===== src/rtl/shader_issue_ctrl.sv =====
// Opcode encoding plus the in-order single-issue sequencer that sits behind
// fetch/decode and owns the shared ALU/MUL/DIV unit and the memory port.

package opcode_pkg;
  typedef enum logic [5:0] {
    OP_NOP   = 6'd0,
    OP_ADD   = 6'd1,
    OP_SUB   = 6'd2,
    OP_MUL   = 6'd3,
    OP_DIV   = 6'd4,
    OP_LOAD  = 6'd10,
    OP_STORE = 6'd11,
    OP_MAX   = 6'd63
  } opcodes;
endpackage

module shader_issue_ctrl
  import opcode_pkg::*;
#(
  parameter int MUL_LAT = 3,
  parameter int DIV_LAT = 8,
  parameter int MEM_TO  = 64
) (
  input  logic        clk,
  input  logic        rst_n,
  input  logic        instr_valid,
  input  logic [5:0]  instr_opcode,
  input  logic [3:0]  instr_rd,
  input  logic [3:0]  instr_rs1,
  input  logic [3:0]  instr_rs2,
  output logic        instr_ready,
  output logic [5:0]  ex_op,
  output logic [3:0]  ex_rs1,
  output logic [3:0]  ex_rs2,
  output logic        ex_start,
  output logic        mem_req,
  output logic        mem_we,
  input  logic        mem_ack,
  output logic        rf_we,
  output logic [3:0]  rf_waddr,
  output logic        busy,
  output logic        illegal_op,
  output logic        mem_err,
  output logic [15:0] retire_cnt
);

  localparam int LAT_MAX = (MUL_LAT > DIV_LAT) ? MUL_LAT : DIV_LAT;
  localparam int LAT_W   = $clog2(LAT_MAX + 1);
  localparam int TO_W    = $clog2(MEM_TO + 1);

  localparam logic [LAT_W-1:0] LAT_ONE = LAT_W'(1);
  localparam logic [TO_W-1:0]  TO_LAST = TO_W'(MEM_TO - 1);

  typedef enum logic [1:0] {
    S_IDLE = 2'd0,
    S_EXEC = 2'd1,
    S_MEM  = 2'd2,
    S_WB   = 2'd3
  } state_t;

  state_t            state_q;
  logic [5:0]        ex_op_q;
  logic [3:0]        ex_rs1_q;
  logic [3:0]        ex_rs2_q;
  logic [3:0]        rf_waddr_q;
  logic              ex_start_q;
  logic              mem_req_q;
  logic              mem_we_q;
  logic              rf_we_q;
  logic              illegal_op_q;
  logic              mem_err_q;
  logic              timed_out_q;
  logic [15:0]       retire_cnt_q;
  logic [LAT_W-1:0]  lat_cnt_q;
  logic [TO_W-1:0]   to_cnt_q;

  function automatic logic is_alu(input logic [5:0] op);
    return (op == OP_ADD) || (op == OP_SUB) || (op == OP_MUL) || (op == OP_DIV);
  endfunction

  function automatic logic is_mem(input logic [5:0] op);
    return (op == OP_LOAD) || (op == OP_STORE);
  endfunction

  function automatic logic is_legal(input logic [5:0] op);
    return is_alu(op) || is_mem(op) || (op == OP_NOP);
  endfunction

  // Cycles spent in EXEC: ADD/SUB take one, MUL/DIV their configured latency.
  function automatic logic [LAT_W-1:0] exec_lat(input logic [5:0] op);
    logic [LAT_W-1:0] lat;
    lat = LAT_ONE;
    if (op == OP_MUL) lat = LAT_W'(MUL_LAT);
    if (op == OP_DIV) lat = LAT_W'(DIV_LAT);
    return lat;
  endfunction

  // Sequencer: state, latched instruction fields, counters and registered outputs.
  always_ff @(posedge clk) begin
    if (!rst_n) begin
      state_q      <= S_IDLE;
      ex_op_q      <= '0;
      ex_rs1_q     <= '0;
      ex_rs2_q     <= '0;
      rf_waddr_q   <= '0;
      ex_start_q   <= 1'b0;
      mem_req_q    <= 1'b0;
      mem_we_q     <= 1'b0;
      rf_we_q      <= 1'b0;
      illegal_op_q <= 1'b0;
      mem_err_q    <= 1'b0;
      timed_out_q  <= 1'b0;
      retire_cnt_q <= '0;
      lat_cnt_q    <= '0;
      to_cnt_q     <= '0;
    end else begin
      // Pulses default low; only the transitions below raise them.
      ex_start_q <= 1'b0;
      rf_we_q    <= 1'b0;
      case (state_q)
        S_IDLE: begin
          if (instr_valid) begin
            ex_op_q    <= instr_opcode;
            ex_rs1_q   <= instr_rs1;
            ex_rs2_q   <= instr_rs2;
            rf_waddr_q <= instr_rd;
            if (is_alu(instr_opcode)) begin
              state_q    <= S_EXEC;
              ex_start_q <= 1'b1;
              lat_cnt_q  <= exec_lat(instr_opcode);
            end else if (is_mem(instr_opcode)) begin
              state_q   <= S_MEM;
              mem_req_q <= 1'b1;
              mem_we_q  <= (instr_opcode == OP_STORE);
              to_cnt_q  <= '0;
            end else begin
              state_q <= S_WB;
            end
          end
        end
        S_EXEC: begin
          if (lat_cnt_q == LAT_ONE) begin
            state_q <= S_WB;
            rf_we_q <= 1'b1;
          end else begin
            lat_cnt_q <= lat_cnt_q - LAT_ONE;
          end
        end
        S_MEM: begin
          // Ack is checked first so an ack in the last allowed cycle still succeeds.
          if (mem_ack) begin
            state_q   <= S_WB;
            mem_req_q <= 1'b0;
            mem_we_q  <= 1'b0;
            rf_we_q   <= (ex_op_q == OP_LOAD);
          end else if (to_cnt_q == TO_LAST) begin
            state_q     <= S_WB;
            mem_req_q   <= 1'b0;
            mem_we_q    <= 1'b0;
            timed_out_q <= 1'b1;
          end else begin
            to_cnt_q <= to_cnt_q + TO_W'(1);
          end
        end
        S_WB: begin
          state_q      <= S_IDLE;
          retire_cnt_q <= retire_cnt_q + 16'd1;
          timed_out_q  <= 1'b0;
          if (!is_legal(ex_op_q)) illegal_op_q <= 1'b1;
          if (timed_out_q)        mem_err_q    <= 1'b1;
        end
        default: state_q <= S_IDLE;
      endcase
    end
  end

  assign instr_ready = rst_n && (state_q == S_IDLE);
  assign busy        = (state_q != S_IDLE);
  assign ex_op       = ex_op_q;
  assign ex_rs1      = ex_rs1_q;
  assign ex_rs2      = ex_rs2_q;
  assign ex_start    = ex_start_q;
  assign mem_req     = mem_req_q;
  assign mem_we      = mem_we_q;
  assign rf_we       = rf_we_q;
  assign rf_waddr    = rf_waddr_q;
  assign illegal_op  = illegal_op_q;
  assign mem_err     = mem_err_q;
  assign retire_cnt  = retire_cnt_q;

endmodule


===== config.mk =====
export PLATFORM = sky130hd
export DESIGN_NAME = shader_issue_ctrl
export DESIGN_NICKNAME = d
export VERILOG_FILES = /design/src/rtl/shader_issue_ctrl.sv
export SDC_FILE = /design/constraint.sdc
export NUM_CORES = 1
export LEC_CHECK = 0
export ABC_AREA = 1
export BUFFER_PORTS_ARGS = -buffer_cell sky130_fd_sc_hd__buf_2
export CELL_PAD_IN_SITES_DETAIL_PLACEMENT = 1
export CELL_PAD_IN_SITES_GLOBAL_PLACEMENT = 1
export CORE_MARGIN = 3
export CORE_UTILIZATION = 33
export DETAILED_ROUTE_END_ITERATION = 8
export MAX_ROUTING_LAYER = met4
export PLACE_DENSITY_LB_ADDON = 0.1
export SYNTH_ARGS = -nofsm -noshare
export SYNTH_HDL_FRONTEND = slang
export SYNTH_SLANG_ARGS = --single-unit

===== constraint.sdc =====
create_clock -name clk -period 1.5 [get_ports clk]
set_input_delay 0 -clock clk [delete_from_list [all_inputs] [get_ports clk]]
set_output_delay 0 -clock clk [all_outputs]
set_load 0.01 [all_outputs]

==> results of run 1 <==
==> routing by layer <==
metal  share of wire  vias up  GRT usage
li1                -     1433          -
met1            0.47     1295     0.2330
met2            0.48       51     0.3030
met3           0.032       11    0.03187
met4           0.016        0    0.05889
met5               0        -          -
==> power groups by stage <==
stage / Clock (mW) / Combinational (mW) / Sequential (mW)
3_5_place_dp: 0 / 1.89 / 1.81
3_3_place_gp: 0 / 1.85 / 1.80
6_report: 0.901 / 2.20 / 1.82
5_1_grt: 1.00 / 2.46 / 1.85
4_1_cts: 0.947 / 1.99 / 1.78
2_1_floorplan: 0 / 1.06 / 1.87
==> metrics by stage <==
stage,hold WS (ps),utilization,instances,worst slack [ps]
3_5_place_dp,259.0,0.4273,555,-63.49
5_1_grt,29.77,0.4844,583,-8.596
4_1_cts,0.01646,0.4639,578,-51.80
3_3_place_gp,248.1,0.4273,555,-17.07
2_1_floorplan,138.4,-,379,58.57
6_report,5.708,0.4844,583,70.37
==> layout by cell type, fill, tap and decap left out, types with 2 or more instances in the layout <==
cell,n
dlygate4sd3_1,15
nand4_1,10
nand3_1,16
nand2_4,2
dfxtp_2,2
o21a_1,2
xnor2_1,2
nor2_4,5
ha_1,3
nand2_2,6
nand3_2,2
o21bai_1,2
buf_2,63
inv_6,3
buf_4,28
o21ai_0,25
nor3_1,6
ha_4,3
a21oi_1,32
ha_2,2
dfxtp_1,50
inv_1,40
clkbuf_8,5
inv_2,4
nand2_1,69
nor2_2,4
o21ai_1,3
a21oi_2,4
dfxtp_4,2
nor2_1,65
==> sequential cells by signal, indices dropped and copies added, names as in the netlist, 2 cells and up <==
register / flops
state_q: 2
retire_cnt: 16
rf_waddr: 4
lat_cnt_q: 4
ex_op: 6
ex_rs2: 4
ex_rs1: 4
to_cnt_q: 7
==> path summary, 6_finish.rpt <==
kind	endpoint	slack, ps	depth (start not counted)
worst max-delay path	instr_ready	70	7
worst min-delay path	ex_op[2]	6	3
worst max register to register	mem_we	80	9
worst min register to register	mem_we	470	2
==> cell type report <==
cell class,count,share of cell area
Tap cell,99,0.03434
Inverter,46,0.04960
Clock buffer,5,0.01908
Multi-Input combinational cell,270,0.3999
Sequential cell,54,0.3025
Clock inverter,3,0.007284
Timing Repair Buffer,106,0.1873
==> cells by family (layout without fill, tap and decap cells) <==
kind of cell / count (synthesis) / after routing
simple gates: 189 / 189
mux: 1 / 1
compound gates: 69 / 69
fa+ha+maj: 8 / 8
buf+inv: 55 / 160
xor+xnor: 3 / 3
flops: 54 / 54
==> timing repair <==
action / 4_1_cts / 5_1_grt
cloned: 0 / 0
endpoints found under the hold margin: 19 / 0
pin swaps: 1 / 6
setup buffers: 0 / 5
setup endpoints to repair: 16 / 27
gates resized for setup: 6 / 35
hold buffers: 15 / 0
==> worst min-delay path, stage by stage <==
cell and delay [ps]:
buf_2 100, o21ai_0 90, a21oi_1 110
==> key figures, run 1 <==
Detailed routing
  – Total Wirelength: roughly 7.9 mm
  – Vias: roughly 2800
  – Routed wire per std cell: roughly 14 µm
  – Routed Antenna Nets: 0
  – Initial DRC Count: between 60 and 70
  – Post-route DRC: 0
  – Avg Vias per Cell: approximately 4.8
  – 1st-pass router iterations: 4

Power
  – Total power: about 4.9 mW
  – Combinational Power Share: 0.447
  – VDD IR-drop max: around 0.00052 V
  – Reg power frac: 0.370
  – Static Leak: around 1.7 nW
  – Clk pwr share: 0.183
  – Cell Int Power: 2.947 mW
  – Switching Share: 0.4005
  – Net Switching: 1.969 mW
  – PwrDens: between 1000 and 1500 nW/µm²

Finish
  – Share of cells above drive strength 1: 0.2913
  – Multi-input gate area: roughly 1400 µm²
  – FF/Latch Area: about 1100 µm²
  – Fin nets: ~510
  – Post-Layout Inst Area: roughly 3600 µm²
  – Diodes inserted: 0
  – Filler cells: between 900 and 1000
  – Area Growth Syn to Fin: 38.47%

Clock tree
  – CTS tree: built
  – TritonCTS Buffers: 5
  – Worst-case clock buffer depth: 2
  – H-tree lvl count: 2
  – Latest clock arrival within the worst-skew pair: 320 ps
  – Clock sink count: between 50 and 60
  – CTS root buffer: clkbuf_8
  – Clock-pin slew on the worst setup and hold paths: about 110 ps

STA
  – Fmax: between 0.6 and 0.7 GHz
  – Min cycle time layout: roughly 1400 ps
  – Final hold vios: 0
  – Tightest Pin Transition: roughly 400 ps
  – Worst Skew: 10.85 ps
  – Max Slew Vio Count: 0
  – Total negative slack: 0 ps
  – Period utilization: 0.9531
  – Setup violations, final: 0
  – Rel. slew slack: 0.7326

Synth
  – Ranking of synthesized cells by area: dfxtp_1, nand2_1, nor2_1
  – Most frequent cell after synthesis: nand2_1
  – Avg Synthesized Cell Area: 6.873 µm²
  – Yosys warns: 0
  – Cell area after synthesis: 2605 µm²
  – EDFF count, synth: 0
  – Syn nets: roughly 400
  – Ys flop type: dfxtp_1
  – FF+latch count, synth: between 50 and 60
  – Post-Synth Adder-Cell Area: 0.03842
  – Mapped Cells: 379
  – Post-synthesis sequential area ratio: 0.4150
  – Synth Area in XOR/XNOR: 0.01009
  – Post-synth top cells: nand2_1, nor2_1, dfxtp_1
  – Main combinational cell family by area after synthesis: simple AND/OR/NAND/NOR gates
  – Simple-Gate Fraction of Synth Area: 0.3165
  – Multiplexer share of the synthesized area: 0.003842
  – Post-synth top area share: 0.4150
  – Yosys cell types: 27
  – Share of flip-flops with an asynchronous set or reset: 0
  – Synth Area in Compound Gates: 0.1364
  – Largest area contributor in the netlist: dfxtp_1

GRT
  – First-pass GRT wire length: 12.81 mm
  – Total gr overflow: 0
  – GRT Util Overall: 0.1855
  – Largest net degree at the start of global routing: 26
  – Antenna violations before repair: 0
  – Vias in the first global route: 2738

Placed design
  – Placer congestion estimate: approximately 0.84
  – Detailed placer's ending HPWL: 5.760 mm
  – Number of port buffers: 63
  – DP Area: roughly 3200 µm²

Die
  – Ports: 64
  – Cell Rows: 31
  – Die Area: between 8000 and 9000 µm²
  – Die span in y: 94.85 µm
  – Core area: roughly 7400 µm²
  – Initial Util: 0.3498
  – Die Wd: approximately 95 µm

Critical path
  – Delay of the slowest critical-path stage: between 300 and 400 ps
  – CP cell instances: inv_2 > ha_4 > buf_4 > buf_4 > nand2_1 > inv_1 > buf_2
  – WS Path Type: reg2out
  – CP delay by family, top: buffers and inverters
  – WP data arrival: approximately 1400 ps
  – Crit Path Max Fanout: 5
  – Critical Path Sink Type: output port
  – Worst path slowest cell: dfxtp_4
  – Critical path buffers and inverters: 5
  – WP data required: roughly 1500 ps
  – R2R Path Start: state_q[1]
  – Most used cell, CP: buf_4
  – Crit start category: register
  – CP startpoint: state_q[1]

Outcome
  – Status: finished, final reports clean

Hold path
  – Hold Path Class: in2reg
  – Worst min-delay path startpoint: instr_opcode[2]

Run
  – Max-Cap Viols: 0
Power figures use the tool's default switching activity.
==> run 2: changes to the inputs <==
- CORE_ASPECT_RATIO: default -> 2
==> key figures, run 2 (synthesized netlist as in run 1, its figures left out) <==
Outcome
  – Status: finished, final reports clean (unchanged)

Clock tree
  – CTS root buffer: clkbuf_16 (was clkbuf_8)
  – Worst-case clock buffer depth: 2 (unchanged)
  – TritonCTS Buffers: 5 (unchanged)
  – Latest clock arrival within the worst-skew pair: 290 ps (was 320 ps)
  – Clock-pin slew on the worst setup and hold paths: 70 ps (was 110 ps)
  – H-tree lvl count: 2 (unchanged)
  – CTS tree: built (unchanged)
  – Clock sink count: 54 (unchanged)

GRT
  – GRT Util Overall: 0.1967 (was 0.1855)
  – Antenna violations before repair: 0 (unchanged)
  – Total gr overflow: 0 (unchanged)
  – Vias in the first global route: 2946 (was 2738)
  – First-pass GRT wire length: 13.41 mm (was 12.81 mm)
  – Largest net degree at the start of global routing: 24 (was 26)

Finish
  – Diodes inserted: 0 (unchanged)
  – Commonest non-fill, non-tap cells in the layout: nand2_1, nor2_1, buf_2 (unchanged)
  – Most common cell after layout, fill and taps aside: nand2_1 (unchanged)
  – Area Growth Syn to Fin: 40.06% (was 38.47%)
  – Max FFs per register: 16 (unchanged)
  – FF/Latch Area: 1087 µm² (was 1091 µm²)
  – Multi-input gate area: 1433 µm² (was 1443 µm²)
  – Fin nets: 511 (was 513)
  – Filler cells: 1033 (was 992)
  – Share of cells above drive strength 1: 0.2946 (was 0.2913)

Detailed routing
  – Post-route DRC: 0 (unchanged)
  – Vias: 2805 (was 2790)
  – Total Wirelength: 8.216 mm (was 7.878 mm)
  – Routed Antenna Nets: 0 (unchanged)
  – Initial DRC Count: 87 (was 65)
  – Avg Vias per Cell: 4.870 (was 4.786)
  – Routed wire per std cell: 14.26 µm (was 13.51 µm)
  – 1st-pass router iterations: 4 (unchanged)

STA
  – Worst Skew: 5.753 ps (was 10.85 ps)
  – Max Slew Vio Count: 0 (unchanged)
  – Unrepaired setup endpoints after global routing: yes
  – Rel. slew slack: 0.7848 (was 0.7326)
  – Worst hold slack: 45.16 ps (was 5.708 ps)
  – Fin worst setup slack: 59.27 ps (was 70.37 ps)
  – Setup violations, final: 0 (unchanged)
  – Period utilization: 0.9605 (was 0.9531)
  – Final hold vios: 0 (unchanged)
  – Fmax: 0.6941 GHz (was 0.6995 GHz)
  – Tightest Pin Transition: 319.8 ps (was 397.4 ps)
  – Min cycle time layout: 1441 ps (was 1430 ps)

Critical path
  – WP data required: 1690 ps (was 1500 ps)
  – Crit start category: register (unchanged)
  – WP data arrival: 1630 ps (was 1430 ps)
  – Reg2reg end: mem_we (unchanged)
  – R2R Path Start: state_q[0] (was state_q[1])
  – FF-to-FF setup slack: 60 ps (was 80 ps)
  – Critical Path Sink Type: register (was output port)
  – Crit Path Max Fanout: 4 (was 5)
  – Cells on worst reg2reg path: 10 (was 9)
  – WS Path Type: reg2reg (was reg2out)

Die
  – Core area: 7657 µm² (was 7447 µm²)
  – Ports: 64 (unchanged)
  – Cell Rows: 45 (was 31)
  – Initial Util: 0.3402 (was 0.3498)
  – Die Area: 9061 µm² (was 8996 µm²)
  – Die Wd: 68.83 µm (was 94.85 µm)
  – Die span in y: 131.7 µm (was 94.85 µm)

Placed design
  – Detailed placer's ending HPWL: 6.109 mm (was 5.760 mm)
  – Placer congestion estimate: 0.7914 (was 0.8432)
  – Number of port buffers: 63 (unchanged)
  – Dpl ws: -77.23 ps (was -63.49 ps)

Power
  – PwrDens: 1487 nW/µm² (was 1363 nW/µm²)
  – VDD IR-drop max: 0.0007760 V (was 0.0005207 V)
  – Static Leak: 1.693 nW (was 1.669 nW)
  – Total power: 5.424 mW (was 4.916 mW)

Hold path
  – Hold path depth: 3 (unchanged)
  – Hold Path Class: in2reg (unchanged)
  – Worst min-delay path startpoint: instr_opcode[3] (was instr_opcode[2])
  – Hold path endpoint: ex_op[3] (was ex_op[2])

Run
  – Max-Cap Viols: 0 (unchanged)
run 2: how the worst max path moves through the flow:
stage                           from             end  slack [ps]  cells past startpoint
final                     state_q[0]          mem_we          60                     10
after global routing      state_q[1]          mem_we         -30                     10
after CTS                 state_q[0]  retire_cnt[14]           9                      8
after detailed placement  state_q[1]       ex_rs2[3]         -80                      8
after global placement    state_q[1]  retire_cnt[12]         -40                      8
after floorplan           state_q[0]     to_cnt_q[1]          60                      9
run 2: layer usage:
metal  routed length [µm]  track usage
met5                    0            -
met1                 3043       0.1966
met4                  179      0.07058
met2                 4782       0.3640
met3                  210      0.02737
run 2: what timing repair did:
| item | in CTS | in global routing |
|---|---|---|
| buffers inserted | 0 | 5 |
| pin swaps | 1 | 9 |
| resized for setup | 15 | 29 |
| cloned | 0 | 0 |
| endpoints found under the setup margin | 35 | 36 |
| hold buffers | 12 | 0 |
| endpoints found under the hold margin | 12 | 0 |
run 2: power by group:
| group | switching, mW | internal [mW] | total (mW) |
|---|---|---|---|
| Sequential | 0.161 | 1.66 | 1.82 |
| Combinational | 1.31 | 0.970 | 2.28 |
| Clock | 0.532 | 0.789 | 1.32 |
| Total | 2.00 | 3.42 | 5.42 |
run 2: final cells by class:
type	instances	share of cell area
multi-input cells	270	0.3927
flip-flops and latches	54	0.2980
repair buffers	104	0.1835
inverters	46	0.04801
clock buffers	6	0.03532
well taps	94	0.03224
clock inverters	2	0.01029
run 2: through the flow:
stage,util,TNS [ps],std cells,cell area (µm²)
6_report,0.4765,0,576,3649
5_1_grt,0.4765,-86.61,576,3649
4_1_cts,0.4595,0,571,3518
3_5_place_dp,0.4157,-1290,551,3183
3_3_place_gp,0.4157,-322.5,551,3183
2_1_floorplan,-,0,379,2605
run 2: worst max-delay path, stage by stage, from the launching register on:
cell and delay, ps:
dfxtp_2 350, inv_2 80, ha_2 230, inv_2 50, nor2_2 130, inv_1 90, nand2_4 90, buf_6 110
nand2_1 70, nand2_1 80, a21oi_1 60
